File: src/rtl/kbd_mem_arbiter.sv
// Shares the CPU data-memory port with a keyboard writer that drains a scancode FIFO into a memory ring.
// Define KBD_DROP_CNT_EN to build the saturating dropped-code counter behind drop_count.
module kbd_mem_arbiter #(
  parameter int          FIFO_DEPTH = 4,
  parameter logic [31:0] RING_BASE  = 32'h2000,
  parameter int          RING_WORDS = 16,
  parameter int          STARVE_MAX = 4
) (
  input  logic                          clk,
  input  logic                          reset,
  input  logic                          kbd_valid,
  input  logic [7:0]                    kbd_code,
  output logic                          kbd_ready,
  input  logic                          cpu_req,
  input  logic                          cpu_we,
  input  logic [31:0]                   cpu_addr,
  input  logic [31:0]                   cpu_wdata,
  output logic [31:0]                   cpu_rdata,
  output logic                          cpu_stall,
  output logic [31:0]                   mem_addr,
  output logic                          mem_we,
  output logic [31:0]                   mem_wdata,
  input  logic [31:0]                   mem_rdata,
  output logic [$clog2(RING_WORDS)-1:0] kbd_head,
  output logic [15:0]                   drop_count
);

  localparam int HW = $clog2(RING_WORDS);
  localparam int PW = $clog2(FIFO_DEPTH);
  localparam int CW = $clog2(FIFO_DEPTH + 1);
  localparam int SW = $clog2(STARVE_MAX + 1);
  localparam logic [CW-1:0] FULL_CNT   = CW'(FIFO_DEPTH);
  localparam logic [SW-1:0] STARVE_LIM = SW'(STARVE_MAX);

  typedef enum logic {GNT_CPU, GNT_KBD} state_t;

  state_t        state_q, state_d;
  logic [7:0]    fifo_q [FIFO_DEPTH];
  logic [7:0]    fifo_d [FIFO_DEPTH];
  logic [PW-1:0] wr_ptr_q, wr_ptr_d;
  logic [PW-1:0] rd_ptr_q, rd_ptr_d;
  logic [CW-1:0] count_q, count_d;
  logic [HW-1:0] head_q, head_d;
  logic [SW-1:0] starve_q, starve_d;

  logic          fifo_empty;
  logic          fifo_full;
  logic          push;
  logic          kbd_write;
  logic          cpu_owner;
  logic [31:0]   ring_addr;

  // Ownership of the current cycle; everything is held quiet while reset is low.
  always_comb begin
    fifo_empty = (count_q == '0);
    fifo_full  = (count_q == FULL_CNT);
    kbd_ready  = !fifo_full || !reset;
    push       = reset && kbd_valid && !fifo_full;
    kbd_write  = 1'b0;
    cpu_owner  = 1'b0;
    cpu_stall  = 1'b0;
    if (reset) begin
      if (state_q == GNT_KBD) begin
        kbd_write = !fifo_empty;
        cpu_stall = cpu_req;
      end else if (cpu_req) begin
        cpu_owner = 1'b1;
      end else begin
        kbd_write = !fifo_empty;
      end
    end
  end

  always_comb begin
    fifo_d   = fifo_q;
    wr_ptr_d = wr_ptr_q;
    rd_ptr_d = rd_ptr_q;
    count_d  = count_q;
    head_d   = head_q;
    if (push) begin
      fifo_d[wr_ptr_q] = kbd_code;
      wr_ptr_d         = wr_ptr_q + PW'(1);
    end
    if (kbd_write) begin
      rd_ptr_d = rd_ptr_q + PW'(1);
      head_d   = head_q + HW'(1);
    end
    case ({push, kbd_write})
      2'b10:   count_d = count_q + CW'(1);
      2'b01:   count_d = count_q - CW'(1);
      default: count_d = count_q;
    endcase
  end

  // Starve counter only grows while the CPU holds the port over a waiting code.
  always_comb begin
    starve_d = '0;
    state_d  = GNT_CPU;
    case (state_q)
      GNT_CPU: begin
        if (cpu_owner && !fifo_empty) begin
          starve_d = (starve_q == STARVE_LIM) ? starve_q : starve_q + SW'(1);
          if (starve_d == STARVE_LIM) begin
            state_d = GNT_KBD;
          end
        end
      end
      GNT_KBD: begin
        starve_d = '0;
        state_d  = GNT_CPU;
      end
      default: begin
        starve_d = '0;
        state_d  = GNT_CPU;
      end
    endcase
  end

  always_comb begin
    ring_addr = RING_BASE + 32'({head_q, 2'b00});
    mem_addr  = cpu_addr;
    mem_wdata = cpu_wdata;
    mem_we    = 1'b0;
    if (kbd_write) begin
      mem_addr  = ring_addr;
      mem_wdata = {24'h000000, fifo_q[rd_ptr_q]};
      mem_we    = 1'b1;
    end else if (cpu_owner) begin
      mem_we = cpu_we;
    end
  end

  assign cpu_rdata = mem_rdata;
  assign kbd_head  = head_q;

  always_ff @(posedge clk) begin
    if (!reset) begin
      state_q  <= GNT_CPU;
      wr_ptr_q <= '0;
      rd_ptr_q <= '0;
      count_q  <= '0;
      head_q   <= '0;
      starve_q <= '0;
      for (int i = 0; i < FIFO_DEPTH; i++) begin
        fifo_q[i] <= '0;
      end
    end else begin
      state_q  <= state_d;
      wr_ptr_q <= wr_ptr_d;
      rd_ptr_q <= rd_ptr_d;
      count_q  <= count_d;
      head_q   <= head_d;
      starve_q <= starve_d;
      for (int i = 0; i < FIFO_DEPTH; i++) begin
        fifo_q[i] <= fifo_d[i];
      end
    end
  end

`ifdef KBD_DROP_CNT_EN
  logic [15:0] drop_q, drop_d;

  always_comb begin
    drop_d = drop_q;
    if (kbd_valid && !kbd_ready && drop_q != 16'hFFFF) begin
      drop_d = drop_q + 16'd1;
    end
  end

  always_ff @(posedge clk) begin
    if (!reset) begin
      drop_q <= '0;
    end else begin
      drop_q <= drop_d;
    end
  end

  assign drop_count = drop_q;
`else
  assign drop_count = 16'h0000;
`endif

endmodule

File: config.mk
export PLATFORM = sky130hd
export DESIGN_NAME = kbd_mem_arbiter
export DESIGN_NICKNAME = d
export VERILOG_FILES = /design/src/rtl/kbd_mem_arbiter.sv
export SDC_FILE = /design/constraint.sdc
export NUM_CORES = 1
export LEC_CHECK = 0
export ABC_AREA = 1
export CAP_MARGIN = 40
export CORE_MARGIN = 1.5
export CORE_UTILIZATION = 25
export DETAILED_ROUTE_END_ITERATION = 6
export PLACE_DENSITY = 0.71
export SETUP_SLACK_MARGIN = 0.15
export SLEW_MARGIN = 20
export SYNTH_ARGS = -nofsm -noshare
export SYNTH_HDL_FRONTEND = slang
export SYNTH_SLANG_ARGS = --single-unit
File: constraint.sdc
create_clock -name clk -period 3.2 [get_ports clk]
set_input_delay 0.8 -clock clk [delete_from_list [all_inputs] [get_ports clk]]
set_output_delay 0.8 -clock clk [all_outputs]
set_load 0.1 [all_outputs]
==> flow_summary.ini <==
[outcome]
outcome = finished, final reports clean

[drt]
postRouteAntennaNets = 0
route.detailed.drc = 0
wirelength_um = 9520
wire_per_inst_um = 12.5
vias = 3110
vias_per_cell = 4.09
drtPass1Iterations = 4
drt_first_iter_violations = 191

[place]
dp_cells = 752
hpwl_um = 7650
gp_congestion = 0.783
numPortBuffers = 147

[final_layout]
final_cells = 760
layout_commonest_cell = nand2_1
final_cell_mix = nand2_1 (104), clkdlybuf4s50_1 (75), buf_12 (69)
nNetsFinal = 709
drive_above_1_share_pct = 20.5
syn2layout_area_growth_pct = 68.5
fillers = 1194

[sta]
skew_ns = 0.00813
hold_viol = 0
tns_ns = 0
max_freq_mhz = 332
rsz0062_at_grt = true
post-route-min-period_ns = 3.01
fin_crit_sh_pct = 94.0
maxSlewViolCount = 0
setup_viol = 0

[die]
rows = 40
initial_core_util_pct = 26.0
die_width_um = 116
die_area_um2 = 13400
core_um2 = 12200
die_height_um = 116
pin_count = 228

[clock_tree]
cts_tree = yes
clk_pin_slew_ns = 0.06
clock_path_buffers = 2
cts_setup_buffers = 0
ctsHtreeMaxLevel = 2
clock_sinks = 47
ctsHoldBuffers = 0
numCtsBuffers = 5
insertion_delay_ns = 0.29
cts_root_buf = clkbuf_16

[worst_setup_path]
endpoint_kind = output port
r2r-start = count_q[2]
critical_path.slowest_cell = clkdlybuf4s50_1
max_stage_delay_ns = 0.48
r2r_cells = 13
rr_endpoint = count_q[2]
reg2reg_slack_ns = 0.99
crit_top_cell = nand2_1
required_ns = 2.40
crit_family = buffers and inverters
arrival_ns = 2.21
critPathBufInv = 3
critPathMaxFanout = 18
start_kind = input port
crit_chain = clkdlybuf4s50_1 > nand2_1 > nand3_4 > buf_4 > nand2_1 > o21ai_1 > buf_12
crit_type = input port to output port

[synthesis]
synth_cell_types = 28
avgSynthCellArea_um2 = 6.59
ys_warn_count = 0
synth_area_um2 = 3170
seq_area_frac_synth_pct = 29.7
synth-seq-cells = 47
syn_inst = 481

[job]
drv_cap = 0

[hold_path]
holdCritStartpoint = fifo_q[20]
holdPathStages = 2
hold_end = fifo_q[20]
worstHoldPathType = flop to flop

[global_routing]
grt.overflow.total = 0
grt_pass1_wl_um = 14900
grt_pass1_vias = 2993
grt_max_degree = 42
grt_usage_pct = 14.1
antenna_found_initial = 1

[power_and_ir_drop]
ir_drop_uv = 205
power_density_nw_per_um2 = 485
total_power_w = 0.00259
p_leak_nw = 2.56
## flip-flops by register name, summed over array words and instances, names as in the netlist
signal    count
rd_ptr_q      2
kbd_head      4
fifo_q       32
state_q       1
starve_q      3
count_q       3
wr_ptr_q      2
## worst min-delay path: cells and delay by family (launching register included)
kind / cells / cell delay, ns
AND/OR/NAND/NOR: 1 / 0.07
AO/OA/AOI/OAI: 1 / 0.05
flip-flops: 1 / 0.31
## worst max path at each step
stage          slack (ns)  depth (start not counted)     from          end
2_1_floorplan       -0.23                          4  cpu_req  mem_addr[2]
3_3_place_gp         0.19                          7  cpu_req  mem_addr[5]
3_5_place_dp         0.19                          7  cpu_req  mem_addr[5]
4_1_cts              0.18                          7  cpu_req  mem_addr[5]
5_1_grt              0.10                          7  cpu_req  mem_addr[5]
6_report             0.19                          7  cpu_req  mem_addr[5]
## per-stage QoR
step	instance area [um^2]	utilization (%)	worst slack, ns	hold slack [ns]
6_report	5340	43.7	0.191	0.475
5_1_grt	5340	43.7	0.101	0.510
4_1_cts	5340	43.7	0.181	0.477
3_5_place_dp	5170	42.4	0.190	0.467
3_3_place_gp	5170	42.4	0.193	0.458
2_1_floorplan	3230	-	-0.228	0.448
## cells in the mapped netlist (all sizes together)
| cell type | n | area, um^2 |
|---|---|---|
| clkbuf | 2 | 7.51 |
| nand4 | 4 | 25.0 |
| xor2 | 1 | 8.76 |
| buf | 67 | 490 |
| dfxtp | 47 | 941 |
| xnor2 | 1 | 8.76 |
| nor2 | 44 | 173 |
| clkinv | 2 | 12.5 |
| fa | 1 | 20.0 |
| ha | 8 | 100 |
| or2 | 2 | 12.5 |
| a21oi | 8 | 40.0 |
| nand3 | 46 | 293 |
| o21ai | 53 | 265 |
| conb | 1 | 3.75 |
| inv | 78 | 293 |
| nand2 | 116 | 475 |
## report_power, final
| group | switching [W] | internal [W] | total [W] |
|---|---|---|---|
| clock | 0.000211 | 0.000364 | 0.000575 |
| combinational | 0.000925 | 0.000464 | 0.00139 |
| sequential | 0.0000175 | 0.000610 | 0.000627 |
| total | 0.00115 | 0.00144 | 0.00259 |
## per-layer routing
metal  global-route usage, %  share of wire (%)  vias up
li1                        -                  -     1627
met1                    15.0                 38     1365
met2                    27.1                 54      112
met3                    4.55                8.0        6
met4                    3.21               0.67        0
met5                       0                  0        -
## logic make-up after synthesis
group           after synthesis  share of synthesized area, %
xor+xnor                      2                         0.553
flops                        47                          29.7
simple gates                212                          30.9
fa+ha+maj                     9                          3.79
other cells                   1                         0.118
compound gates               61                          9.63
buf+inv                     149                          25.3
## cell type report
class | instances | area (um^2) | area share, %
clock inverters | 2 | 37.5 | 0.703
repair buffers | 157 | 2230 | 41.8
clock buffers | 5 | 125 | 2.34
diodes | 1 | 2.50 | 0.0469
well taps | 168 | 210 | 3.94
flip-flops and latches | 47 | 941 | 17.6
inverters | 80 | 305 | 5.72
multi-input cells | 300 | 1480 | 27.8
## repair_timing
item | CTS | global route
endpoints found under the setup margin | 0 | 5
gates resized for setup | 0 | 1
hold endpoints to repair | 0 | 0
Note: power is estimated with default switching activity, not from simulation.
